$ cat config.mk
export PLATFORM = sky130hd
export DESIGN_NAME = obstacle_scheduler
export DESIGN_NICKNAME = d
export VERILOG_FILES = /design/src/rtl/obstacle_scheduler.sv
export SDC_FILE = /design/constraint.sdc
export NUM_CORES = 1
export LEC_CHECK = 0
export ABC_AREA = 1
export CAP_MARGIN = 25
export CORE_UTILIZATION = 23
export DETAILED_ROUTE_END_ITERATION = 8
export PLACE_DENSITY = 0.39
export SLEW_MARGIN = 20
export SYNTH_ARGS = -nofsm -noshare
export SYNTH_HDL_FRONTEND = slang
export SYNTH_SLANG_ARGS = --single-unit
export TNS_END_PERCENT = 30
$ cat constraint.sdc
create_clock -name clk -period 12.2 [get_ports clk]
set_input_delay 3.66 -clock clk [delete_from_list [all_inputs] [get_ports clk]]
set_output_delay 3.66 -clock clk [all_outputs]
set_load 0.005 [all_outputs]
$ cat src/rtl/obstacle_scheduler.sv
// obstacle_scheduler: scrolls, spawns and retires obstacle slots on tick, flags player
// collisions, and renders a registered per-pixel obstacle overlay.
module obstacle_scheduler #(
  parameter int NSLOT   = 4,
  parameter int OBS_W   = 50,
  parameter int OBS_H   = 75,
  parameter int PLY_W   = 30,
  parameter int PLY_H   = 40,
  parameter int STEP    = 5,
  parameter int SPAWN_X = 700,
  parameter int GAP     = 40
) (
  input  logic             clk,
  input  logic             rst,
  input  logic             tick,
  input  logic             start,
  input  logic [10:0]      hcount,
  input  logic [10:0]      vcount,
  input  logic             blank,
  input  logic [10:0]      ply_x,
  input  logic [10:0]      ply_y,
  output logic             figure,
  output logic [1:0]       obs_id,
  output logic [NSLOT-1:0] active,
  output logic             hit,
  output logic [13:0]      score,
  output logic             run
);
  localparam logic [1:0] IDLE = 2'd0, RUN = 2'd1, HALT = 2'd2;
  localparam int CW = $clog2(GAP + 1);
  localparam logic [CW-1:0] GAP_C = CW'(GAP);
  localparam logic [10:0] STEP_C = 11'(STEP), SPAWN_C = 11'(SPAWN_X);
  localparam logic [11:0] OW = 12'(OBS_W), OH = 12'(OBS_H), PW = 12'(PLY_W), PH = 12'(PLY_H);
  logic [1:0]       state_q, state_d;
  logic [NSLOT-1:0] valid_q, valid_d;
  logic [10:0]      x_q [NSLOT], x_d [NSLOT], y_q [NSLOT], y_d [NSLOT];
  logic [CW-1:0]    cnt_q, cnt_d, cnt_inc;
  logic [7:0]       lfsr_q, lfsr_d;
  logic [13:0]      score_q, score_d;
  logic             hit_q, hit_d, figure_q, figure_d, coll, spawned;
  logic [1:0]       obs_id_q, obs_id_d;
  always_comb begin
    state_d = state_q;
    valid_d = valid_q;
    x_d     = x_q;
    y_d     = y_q;
    cnt_d   = cnt_q;
    lfsr_d  = lfsr_q;
    score_d = score_q;
    hit_d   = hit_q;
    coll    = 1'b0;
    spawned = 1'b0;
    cnt_inc = (cnt_q == GAP_C) ? GAP_C : cnt_q + 1'b1;
    if (start) begin
      state_d = RUN;
      valid_d = '0;
      cnt_d   = '0;
      score_d = '0;
      hit_d   = 1'b0;
    end else if (tick && state_q == RUN) begin
      for (int i = 0; i < NSLOT; i++) begin
        if (valid_q[i] && x_q[i] <= STEP_C) begin
          valid_d[i] = 1'b0;
          score_d    = (score_d == 14'd9999) ? score_d : score_d + 14'd1;
        end else if (valid_q[i]) begin
          x_d[i] = x_q[i] - STEP_C;
        end
        coll = coll | (valid_d[i] && ({1'b0, x_d[i]} <= {1'b0, ply_x} + PW) &&
               ({1'b0, x_d[i]} + OW >= {1'b0, ply_x}) && ({1'b0, y_d[i]} <= {1'b0, ply_y} + PH) &&
               ({1'b0, y_d[i]} + OH >= {1'b0, ply_y}));
      end
      // A slot freed by this tick's retirement is already visible as free here
      for (int i = 0; i < NSLOT; i++) begin
        if (!spawned && !valid_d[i] && cnt_inc == GAP_C) begin
          valid_d[i] = 1'b1;
          x_d[i]     = SPAWN_C;
          y_d[i]     = {3'b000, lfsr_q} + {4'b0000, lfsr_q[7:1]};
          spawned    = 1'b1;
        end
      end
      cnt_d   = spawned ? '0 : cnt_inc;
      lfsr_d  = {lfsr_q[6:0], lfsr_q[7] ^ lfsr_q[5] ^ lfsr_q[4] ^ lfsr_q[3]};
      hit_d   = coll ? 1'b1 : hit_q;
      state_d = coll ? HALT : state_q;
    end
  end
  always_comb begin
    figure_d = 1'b0;
    obs_id_d = '0;
    for (int i = NSLOT - 1; i >= 0; i--) begin
      if (!blank && valid_q[i] && hcount >= x_q[i] && {1'b0, hcount} <= {1'b0, x_q[i]} + OW &&
          vcount >= y_q[i] && {1'b0, vcount} <= {1'b0, y_q[i]} + OH) begin
        figure_d = 1'b1;
        obs_id_d = 2'(i);
      end
    end
  end
  always_ff @(posedge clk or negedge rst) begin
    if (!rst) begin
      state_q  <= IDLE;
      valid_q  <= '0;
      cnt_q    <= '0;
      lfsr_q   <= 8'hA5;
      score_q  <= '0;
      hit_q    <= 1'b0;
      figure_q <= 1'b0;
      obs_id_q <= '0;
      for (int i = 0; i < NSLOT; i++) begin
        x_q[i] <= '0;
        y_q[i] <= '0;
      end
    end else begin
      state_q  <= state_d;
      valid_q  <= valid_d;
      x_q      <= x_d;
      y_q      <= y_d;
      cnt_q    <= cnt_d;
      lfsr_q   <= lfsr_d;
      score_q  <= score_d;
      hit_q    <= hit_d;
      figure_q <= figure_d;
      obs_id_q <= obs_id_d;
    end
  end
  assign figure = figure_q;
  assign obs_id = obs_id_q;
  assign active = valid_q;
  assign hit    = hit_q;
  assign score  = score_q;
  assign run    = state_q == RUN;
endmodule
==> impl_metrics.toml, run 1 <==
[clock_tree]
clock_latency_ns = 0.45
cts_tree = "built"
post_cts_resized = 0
ctsHoldBuffers = 0
clkTransAtPathRegs_ns = 0.06
numCtsBuffers = 17
postCtsSetupRepairBufs = 0
root_buffer = "clkbuf_16"
numClockSinks = 117
cts_max_path_buffers = 2
htree_levels = 4

[worst_setup_path]
cpLargestDelayFamily = "compound AO/OA/AOI/OAI gates"
crit_top_cell = "nand2_1"
critical_path_class = "in2reg"
cp_cell_sequence = "clkdlybuf4s50_1, inv_1, ha_1, nand2_1, nand2_1, o21ai_0, ha_1, nand4_1, a21oi_1, a2111oi_0, o21ai_0, a21oi_1, nor3_1, nor3_1, o31ai_1, nand3_1, o21ai_0, nand2_1, nand2_1"
cpPeakStageDelay_ns = 0.70
worstPathRequired_ns = 12.52
cp-start-kind = "input port"
worstPathArrival_ns = 7.59
path_buf_inv = 2
cp_max_fo = 6
slowest_stage = "o21ai_0"
endpoint_kind = "flip-flop"

[logic_synthesis]
yosysTopAreaCellShare = 0.251
synth_cell_types = 65
synth-edff-count = 0
yosys-top-cells-area = "ha_1 25%, dfrtp_1 16%, nand2_1 11%, inv_1 7.4%, xor2_1 5.6%"
synth_cells = 2582
synth-seq-cells = 117
synthArstFlopShare = 1.00
synth_area_leader_cell = "ha_1"
syn-num-nets = 2993
synth_area_per_cell_sq_um = 6.98
syn_area_sq_um = 18000
yosys_warnings = 0
synth_ff_type = "dfrtp_1"
seq_area_frac_synth = 0.163

[finish]
stdcell_count = 3707
multi_input_area_sq_um = 13500
layout.area.seq_sq_um = 2930
layout_common_cells = "516 x nand2_1, 361 x ha_1, 357 x inv_1"
antennaDiodeCount = 0
final_common_cell = "nand2_1"
area.growth.synth_to_final_pct = 14.0
layout-drive-gt1-share = 0.0716
n_fill_cell = 8644
nets = 3065

[drt]
first_pass_iters = 6
wire_per_inst_microns = 18.2
dr.first_iter.drc_count = 1195
drc = 0
via_per_inst = 4.70
routed_wirelength_mm = 67.5
num_vias = 17400
postRouteAntennaNets = 0

[grt]
antenna_found_initial = 1
grt.overflow.total = 0
first_global_vias = 16900
grt_use_total = 0.173
grt_pass1_wl_mm = 104
grt_max_degree = 68

[die]
start_util = 0.233
core_area_sq_um = 77500
num_rows = 102
dieWidth_microns = 282
dieArea_sq_um = 79500
io_pins = 72
dieHeight_microns = 282

[run_status]
status = "finished clean"

[sta]
fmax_mhz = 138
fin_skew_ns = 0.0124
slew_headroom = 0.331
maxSlewViolCount = 0
tightest_slew_ns = 0.993
finalHoldViolCount = 0
rsz0062_at_grt = "no"
period_needed_ns = 7.27
finalCritPeriodShare = 0.596
fin_setup_tns_ns = 0
setup_violations = 0

[place]
gp_congestion = 0.891
port_buffers = 71
hpwlAfterDp_mm = 55.2
place_inst = 3675

[power_and_ir_drop]
power_per_cell_area_nw_per_um2 = 108
power.static_leakage_nw = 9.94
finalPower_w = 0.00222
irDropWorstVdd_mv = 0.0752

[hold_path]
hp-class = "reg2reg"

[flow_run]
max_cap_viol_count = 0
==> Yosys cell counts (14+ instances only) <==
cell type and count:
o21a_1 17, nor4_1 14, inv_2 21, o22ai_1 19, nand3_1 159, nand4_1 61
nand2_1 516, xor2_1 115, clkbuf_1 18, o21ai_0 132, inv_1 357, dfrtp_1 113
a21oi_1 155, nor3_1 31, ha_1 361, nor2_2 28, xnor2_1 16, nor2_1 214
nand2_2 39
==> per-stage QoR <==
| step | instance area, sq um | hold WS (ns) | util | worst slack (ns) |
|---|---|---|---|---|
| floorplan | 18000 | 0.442 | - | 6.08 |
| global placement | 20000 | 0.514 | 0.258 | 4.59 |
| detailed placement | 20000 | 0.499 | 0.258 | 4.53 |
| finish | 20500 | 0.517 | 0.265 | 4.93 |
| CTS | 20500 | 0.523 | 0.265 | 5.00 |
| global route | 20500 | 0.558 | 0.265 | 4.62 |
==> area by class of cell <==
class                   count  share of cell area
clock buffers              18              0.0214
clock inverters            14             0.00664
inverters                 383              0.0700
multi-input cells        2052               0.657
flip-flops and latches    117               0.143
well taps                1040              0.0633
repair buffers             83              0.0390
==> per-layer routing <==
metal | routed length, microns | track usage | part of all wire | vias up
met3 | 2260 | 0.0191 | 0.033 | 47
met5 | 0 | 0 | 0 | -
met1 | 33500 | 0.243 | 0.50 | 8171
li1 | - | - | - | 8871
met2 | 30500 | 0.279 | 0.45 | 343
met4 | 1250 | 0.0410 | 0.019 | 0
==> state kept, by name (all words and copies together) (netlist names) <==
signal / flops
x_q: 44
state_q: 2
y_q: 36
obs_id: 2
lfsr_q: 8
active: 4
score: 14
cnt_q: 6
figure: 1
==> worst paths after layout <==
check	start	to	slack, ns	cells past startpoint
worst max-delay path	ply_x[1]	state_q[0]	4.93	19
worst min-delay path	lfsr_q[0]	lfsr_q[0]	0.52	2
worst max register to register	x_q[34]	score[9]	6.48	33
worst min register to register	lfsr_q[0]	lfsr_q[0]	0.52	2
max in group asynchronous	rst	score[2]	7.76	2
min in group asynchronous	rst	lfsr_q[1]	3.24	1
==> tightest hold or removal path: cells and delay by family, from the launching register on <==
kind / cells / cell delay, ns
AO/OA/AOI/OAI: 1 / 0.08
flip-flops: 1 / 0.38
AND/OR/NAND/NOR: 1 / 0.05
==> power breakdown <==
part | switching [W] | internal, W
logic | 0.000758 | 0.000430
clock network | 0.000213 | 0.000303
registers | 0.0000747 | 0.000442
==> kinds of logic (layout without fill, tap and decap cells) <==
group | Yosys count | in the layout | synth area share
xor+xnor | 131 | 131 | 0.0637
simple gates | 1103 | 1103 | 0.278
buf+inv | 413 | 498 | 0.0891
flops | 117 | 117 | 0.163
compound gates | 452 | 452 | 0.152
mux | 4 | 4 | 0.00250
fa+ha+maj | 362 | 362 | 0.252
Note: power is estimated with default switching activity, not from simulation.
==> run 2, diff against run 1 <==
==> constraint.sdc (replaced) <==
create_clock -name clk -period 7.6 [get_ports clk]
set_input_delay 2.28 -clock clk [delete_from_list [all_inputs] [get_ports clk]]
set_output_delay 2.28 -clock clk [all_outputs]
set_load 0.005 [all_outputs]
==> run 2 against run 1 <==
  * Power grew 64%
  * Sequential power grew 61%
  * Sequential share of layout area is essentially flat
  * Via count shrank 0.48%
==> impl_metrics.toml, run 2 (synthesis results as in run 1) <==
[run_status]
status = "finished clean"

[sta]
finalCritPeriodShare = 0.764
setup_violations = 0
finalHoldViolCount = 0
period_needed_ns = 5.81
fin_hold_ws_ns = 0.529
fin_setup_tns_ns = 0
tightest_slew_ns = 0.948
fin_skew_ns = 0.0128
fmax_mhz = 172
rsz0062_at_grt = "no"
slew_headroom = 0.361
maxSlewViolCount = 0

[grt]
grt.overflow.total = 0
grt_use_total = 0.173
antenna_found_initial = 1
grt_max_degree = 71
grt_pass1_wl_mm = 103
first_global_vias = 16900

[finish]
layout-drive-gt1-share = 0.0709
area.growth.synth_to_final_pct = 14.2
largest_reg_flops = 44
final_common_cell = "nand2_1"
antennaDiodeCount = 0
layout_common_cells = "516 x nand2_1, 361 x ha_1, 357 x inv_1"
n_fill_cell = 8543
stdcell_count = 3706
largest-register = "x_q"
nets = 3064

[clock_tree]
clock_latency_ns = 0.46
cts_max_path_buffers = 2
numClockSinks = 117
htree_levels = 4
clkTransAtPathRegs_ns = 0.06
postCtsSetupRepairBufs = 0
post_cts_resized = 0
cts_tree = "built"
numCtsBuffers = 17
root_buffer = "clkbuf_16"
ctsHoldBuffers = 0

[die]
num_rows = 102
dieArea_sq_um = 79500
io_pins = 72
start_util = 0.233
dieHeight_microns = 282
dieWidth_microns = 282
core_area_sq_um = 77500

[drt]
via_per_inst = 4.68
dr.first_iter.drc_count = 1153
num_vias = 17300
drc = 0
routed_wirelength_mm = 68.0
first_pass_iters = 7
postRouteAntennaNets = 0
wire_per_inst_microns = 18.4

[hold_path]
hold_start = "lfsr_q[0]"
hp-class = "reg2reg"

[power_and_ir_drop]
power.static_leakage_nw = 9.95
power_per_cell_area_nw_per_um2 = 176
irDropWorstVdd_mv = 0.141

[worst_setup_path]
r2r_start = "x_q[34]"
worstPathArrival_ns = 6.13
cp-start-kind = "input port"
cp_max_fo = 6
crit_start = "ply_x[1]"
endpoint_kind = "flip-flop"
critical_path_class = "in2reg"
worstPathRequired_ns = 7.92

[place]
place_inst = 3674
hpwlAfterDp_mm = 55.5
port_buffers = 71
gp_congestion = 0.893

[flow_run]
max_cap_viol_count = 0
-- run 2: cell count changes in the layout (fill, tap and decap cells not counted) --
cell	before	now
bufinv_16	2	4
clkinv_2	7	5
clkinv_4	3	1
clkinvlp_4	2	4
a2111oi_0	4	3
a2111oi_1	0	1
buf_4	12	11
nor2_1	210	211
nor2_2	31	30
-- run 2: power breakdown --
group          switching, W  leakage [nW]  internal [W]  total (W)
combinational       0.00122          8.28      0.000690    0.00191
sequential         0.000121          1.37      0.000709   0.000830
clock              0.000340         0.297      0.000553   0.000893
total               0.00168          9.95       0.00195    0.00363
-- run 2: final cells by class --
| class | count | area [sq um] | area share |
|---|---|---|---|
| Multi-Input combinational cell | 2052 | 13500 | 0.656 |
| Sequential cell | 117 | 2930 | 0.142 |
| Inverter | 383 | 1440 | 0.0698 |
| Tap cell | 1040 | 1300 | 0.0632 |
| Timing Repair Buffer | 82 | 795 | 0.0386 |
| Clock buffer | 18 | 439 | 0.0213 |
| Clock inverter | 14 | 184 | 0.00894 |
-- run 2: final timing paths --
path,depth (start not counted),slack [ns],endpoint
worst max-delay path,19,1.79,state_q[0]
worst min-delay path,2,0.53,lfsr_q[0]
worst max register to register,33,1.84,score[9]
worst min register to register,2,0.53,lfsr_q[0]
max in group asynchronous,2,4.56,score[12]
min in group asynchronous,1,1.86,lfsr_q[1]
-- run 2: worst max-delay path: stages --
cell and delay, ns:
clkdlybuf4s50_1 0.60, inv_1 0.20, ha_1 0.30, nand2_1 0.08, nand2_1 0.11, o21ai_0 0.68
ha_1 0.40, nand2_1 0.07, o21ai_0 0.09, o31ai_1 0.23, a21oi_1 0.09, o21ai_0 0.35
nand4_1 0.13, a21oi_1 0.16, nand2_1 0.06, nand3_1 0.06, o21ai_0 0.10, nand2_1 0.09
nand2_1 0.05
-- run 2: per-layer routing --
metal,part of all wire,track usage
met5,0,0
met1,0.51,0.244
met2,0.46,0.282
met3,0.029,0.0206
met4,0.010,0.0277
-- run 2: metrics by stage --
step | utilization | worst slack, ns | instance area, sq um | total power (W)
after global placement | 0.258 | 1.38 | 20000 | 0.00273
final | 0.266 | 1.79 | 20600 | 0.00363
after CTS | 0.266 | 1.81 | 20600 | 0.00367
after global routing | 0.266 | 1.27 | 20600 | 0.00396
after detailed placement | 0.258 | 1.41 | 20000 | 0.00274
after floorplan | - | 2.86 | 18000 | 0.00211
==> run 3, diff against run 2 <==
--- a/config.mk
+++ b/config.mk
@@ -9,7 +9,7 @@
 export CAP_MARGIN = 25
 export CORE_UTILIZATION = 23
 export DETAILED_ROUTE_END_ITERATION = 8
-export PLACE_DENSITY = 0.39
+export PLACE_DENSITY = 0.4
 export SLEW_MARGIN = 20
 export SYNTH_ARGS = -nofsm -noshare
 export SYNTH_HDL_FRONTEND = slang
==> constraint.sdc (replaced) <==
create_clock -name clk -period 4.8 [get_ports clk]
set_input_delay 1.44 -clock clk [delete_from_list [all_inputs] [get_ports clk]]
set_output_delay 1.44 -clock clk [all_outputs]
set_load 0.005 [all_outputs]
==> run 3 against run 2 <==
  * Combinational power increased by 63%
  * Sequential cell count unchanged
  * Utilization rose by 1.6 points
  * First-iteration DRC count shrank 5.4%
  * Die area did not move
  * Register-to-register slack lost 1.5 ns
  * Critical path depth decreased by 2
  * Wire length rose by 2.6%
  * Worst setup slack lost 1.5 ns
  * Hold slack got worse by 0.0090 ns
  * Via count rose by 3.3%
  * Largest cell class unchanged
  * Highest routed layer unchanged
==> impl_metrics.toml, run 3 (synthesis results as in run 1) <==
[worst_setup_path]
r2r_start = "x_q[12]"
crit_start = "ply_y[3]"
cp_max_fo = 3
endpoint_kind = "flip-flop"
worstPathRequired_ns = 5.16
cp-start-kind = "input port"
worstPathArrival_ns = 4.86
critical_path_class = "in2reg"

[finish]
fin_area_sq_um = 21800
layout-drive-gt1-share = 0.125
largest-register = "x_q"
nets = 3209
layout_common_cells = "513 x nand2_1, 357 x ha_1, 355 x inv_1"
final_common_cell = "nand2_1"
n_fill_cell = 8527
antennaDiodeCount = 0
area.growth.synth_to_final_pct = 21.1
stdcell_count = 3851
largest_reg_flops = 44

[place]
port_buffers = 71
gp_congestion = 0.871
pre_cts_slack_ns = -0.226
place_area_sq_um = 21000
place_inst = 3810
hpwlAfterDp_mm = 57.8

[clock_tree]
clkTransAtPathRegs_ns = 0.07
numClockSinks = 117
cts_tree = "built"
root_buffer = "clkbuf_16"
htree_levels = 4
numCtsBuffers = 17
cts_max_path_buffers = 2
clock_latency_ns = 0.48

[sta]
fin_hold_ws_ns = 0.520
finalCritPeriodShare = 0.939
tightest_slew_ns = 0.831
fmax_mhz = 222
finalHoldViolCount = 0
fin_skew_ns = 0.0156
period_needed_ns = 4.51
layout_setup_ws_ns = 0.293
setup_violations = 0
slew_headroom = 0.446
maxSlewViolCount = 0

[die]
core_area_sq_um = 77500
dieHeight_microns = 282
io_pins = 72
num_rows = 102
start_util = 0.233
dieArea_sq_um = 79500
dieWidth_microns = 282

[drt]
wl_met1_mm = 33.4
met3WireLength_mm = 2.78
routed_wirelength_mm = 69.8
highest-signal-layer = "met4"
wire_per_inst_microns = 18.1
drc = 0
met2WireLength_mm = 31.9
postRouteAntennaNets = 0
num_vias = 17900
via_per_inst = 4.65
dr.first_iter.drc_count = 1091
first_pass_iters = 5

[flow_run]
max_cap_viol_count = 0

[grt]
grt_pass1_wl_mm = 106
antenna_found_initial = 0
first_global_vias = 17700
grt_max_degree = 71
grt_use_total = 0.178
grt.overflow.total = 0

[hold_path]
hold_start = "lfsr_q[0]"
hp-class = "reg2reg"

[power_and_ir_drop]
power_per_cell_area_nw_per_um2 = 266
irDropWorstVdd_mv = 0.264
power.static_leakage_nw = 10.6

[run_status]
status = "finished clean"
## run 3: cell types whose count changed in the layout (fill, tap and decap cells not counted), moves of 3 or more
cell      before  now
nor2_4        12   15
nand2_4        9   12
clkinv_2       5    2
ha_1         361  357
buf_4         11  152
nand3_1      159  156
nor2_1       211  208
nand3_2       10   13
nand2_1      516  513
## run 3: cell type report
type | count | area, sq um | area share
clock inverters | 12 | 154 | 0.00706
inverters | 383 | 1450 | 0.0663
well taps | 1040 | 1300 | 0.0597
repair buffers | 226 | 1910 | 0.0875
clock buffers | 20 | 457 | 0.0209
multi-input cells | 2053 | 13600 | 0.624
flip-flops and latches | 117 | 2930 | 0.135
## run 3: routing by layer
layer | global-route usage | vias to the layer above
met5 | 0 | -
met4 | 0.0521 | 0
met3 | 0.0302 | 61
met2 | 0.290 | 348
met1 | 0.238 | 8353
li1 | - | 9153
## run 3: per-stage QoR
| stage | total power [W] | util | TNS (ns) |
|---|---|---|---|
| after CTS | 0.00586 | 0.279 | 0 |
| after detailed placement | 0.00441 | 0.271 | -0.428 |
| final | 0.00580 | 0.282 | 0 |
| after global placement | 0.00437 | 0.271 | -0.528 |
| after global routing | 0.00635 | 0.282 | -0.00214 |
| after floorplan | 0.00334 | - | 0 |
## run 3: what timing repair did
action | in CTS | in global routing
setup endpoints to repair | 0 | 16
resized for setup | 0 | 38
setup buffers | 0 | 7
hold buffers | 0 | 0
## run 3: worst paths after layout
kind                         endpoint  slack, ns  cells after the start
max                        state_q[0]       0.29                     17
min                         lfsr_q[0]       0.52                      2
max reg2reg                state_q[0]       0.38                     26
min reg2reg                 lfsr_q[0]       0.52                      2
max in group asynchronous      y_q[8]       2.84                      2
min in group asynchronous   lfsr_q[3]       1.01                      1
## run 3: power by group
| group | internal [W] | switching (W) |
|---|---|---|
| Clock | 0.000839 | 0.000548 |
| Combinational | 0.00119 | 0.00193 |
| Sequential | 0.00112 | 0.000181 |
## run 3: critical path, stage by stage
cell and delay (ns):
clkdlybuf4s50_1 0.50, ha_1 0.27, o21ai_0 0.30, nor2_1 0.10, inv_1 0.09, nand2_1 0.11, buf_4 0.16, ha_1 0.30
nand4_1 0.13, o41ai_1 0.59, buf_4 0.22, o2111ai_1 0.09, a211o_1 0.26, nand2_1 0.06, o21ai_1 0.09, nand2_1 0.08
nand2_1 0.05
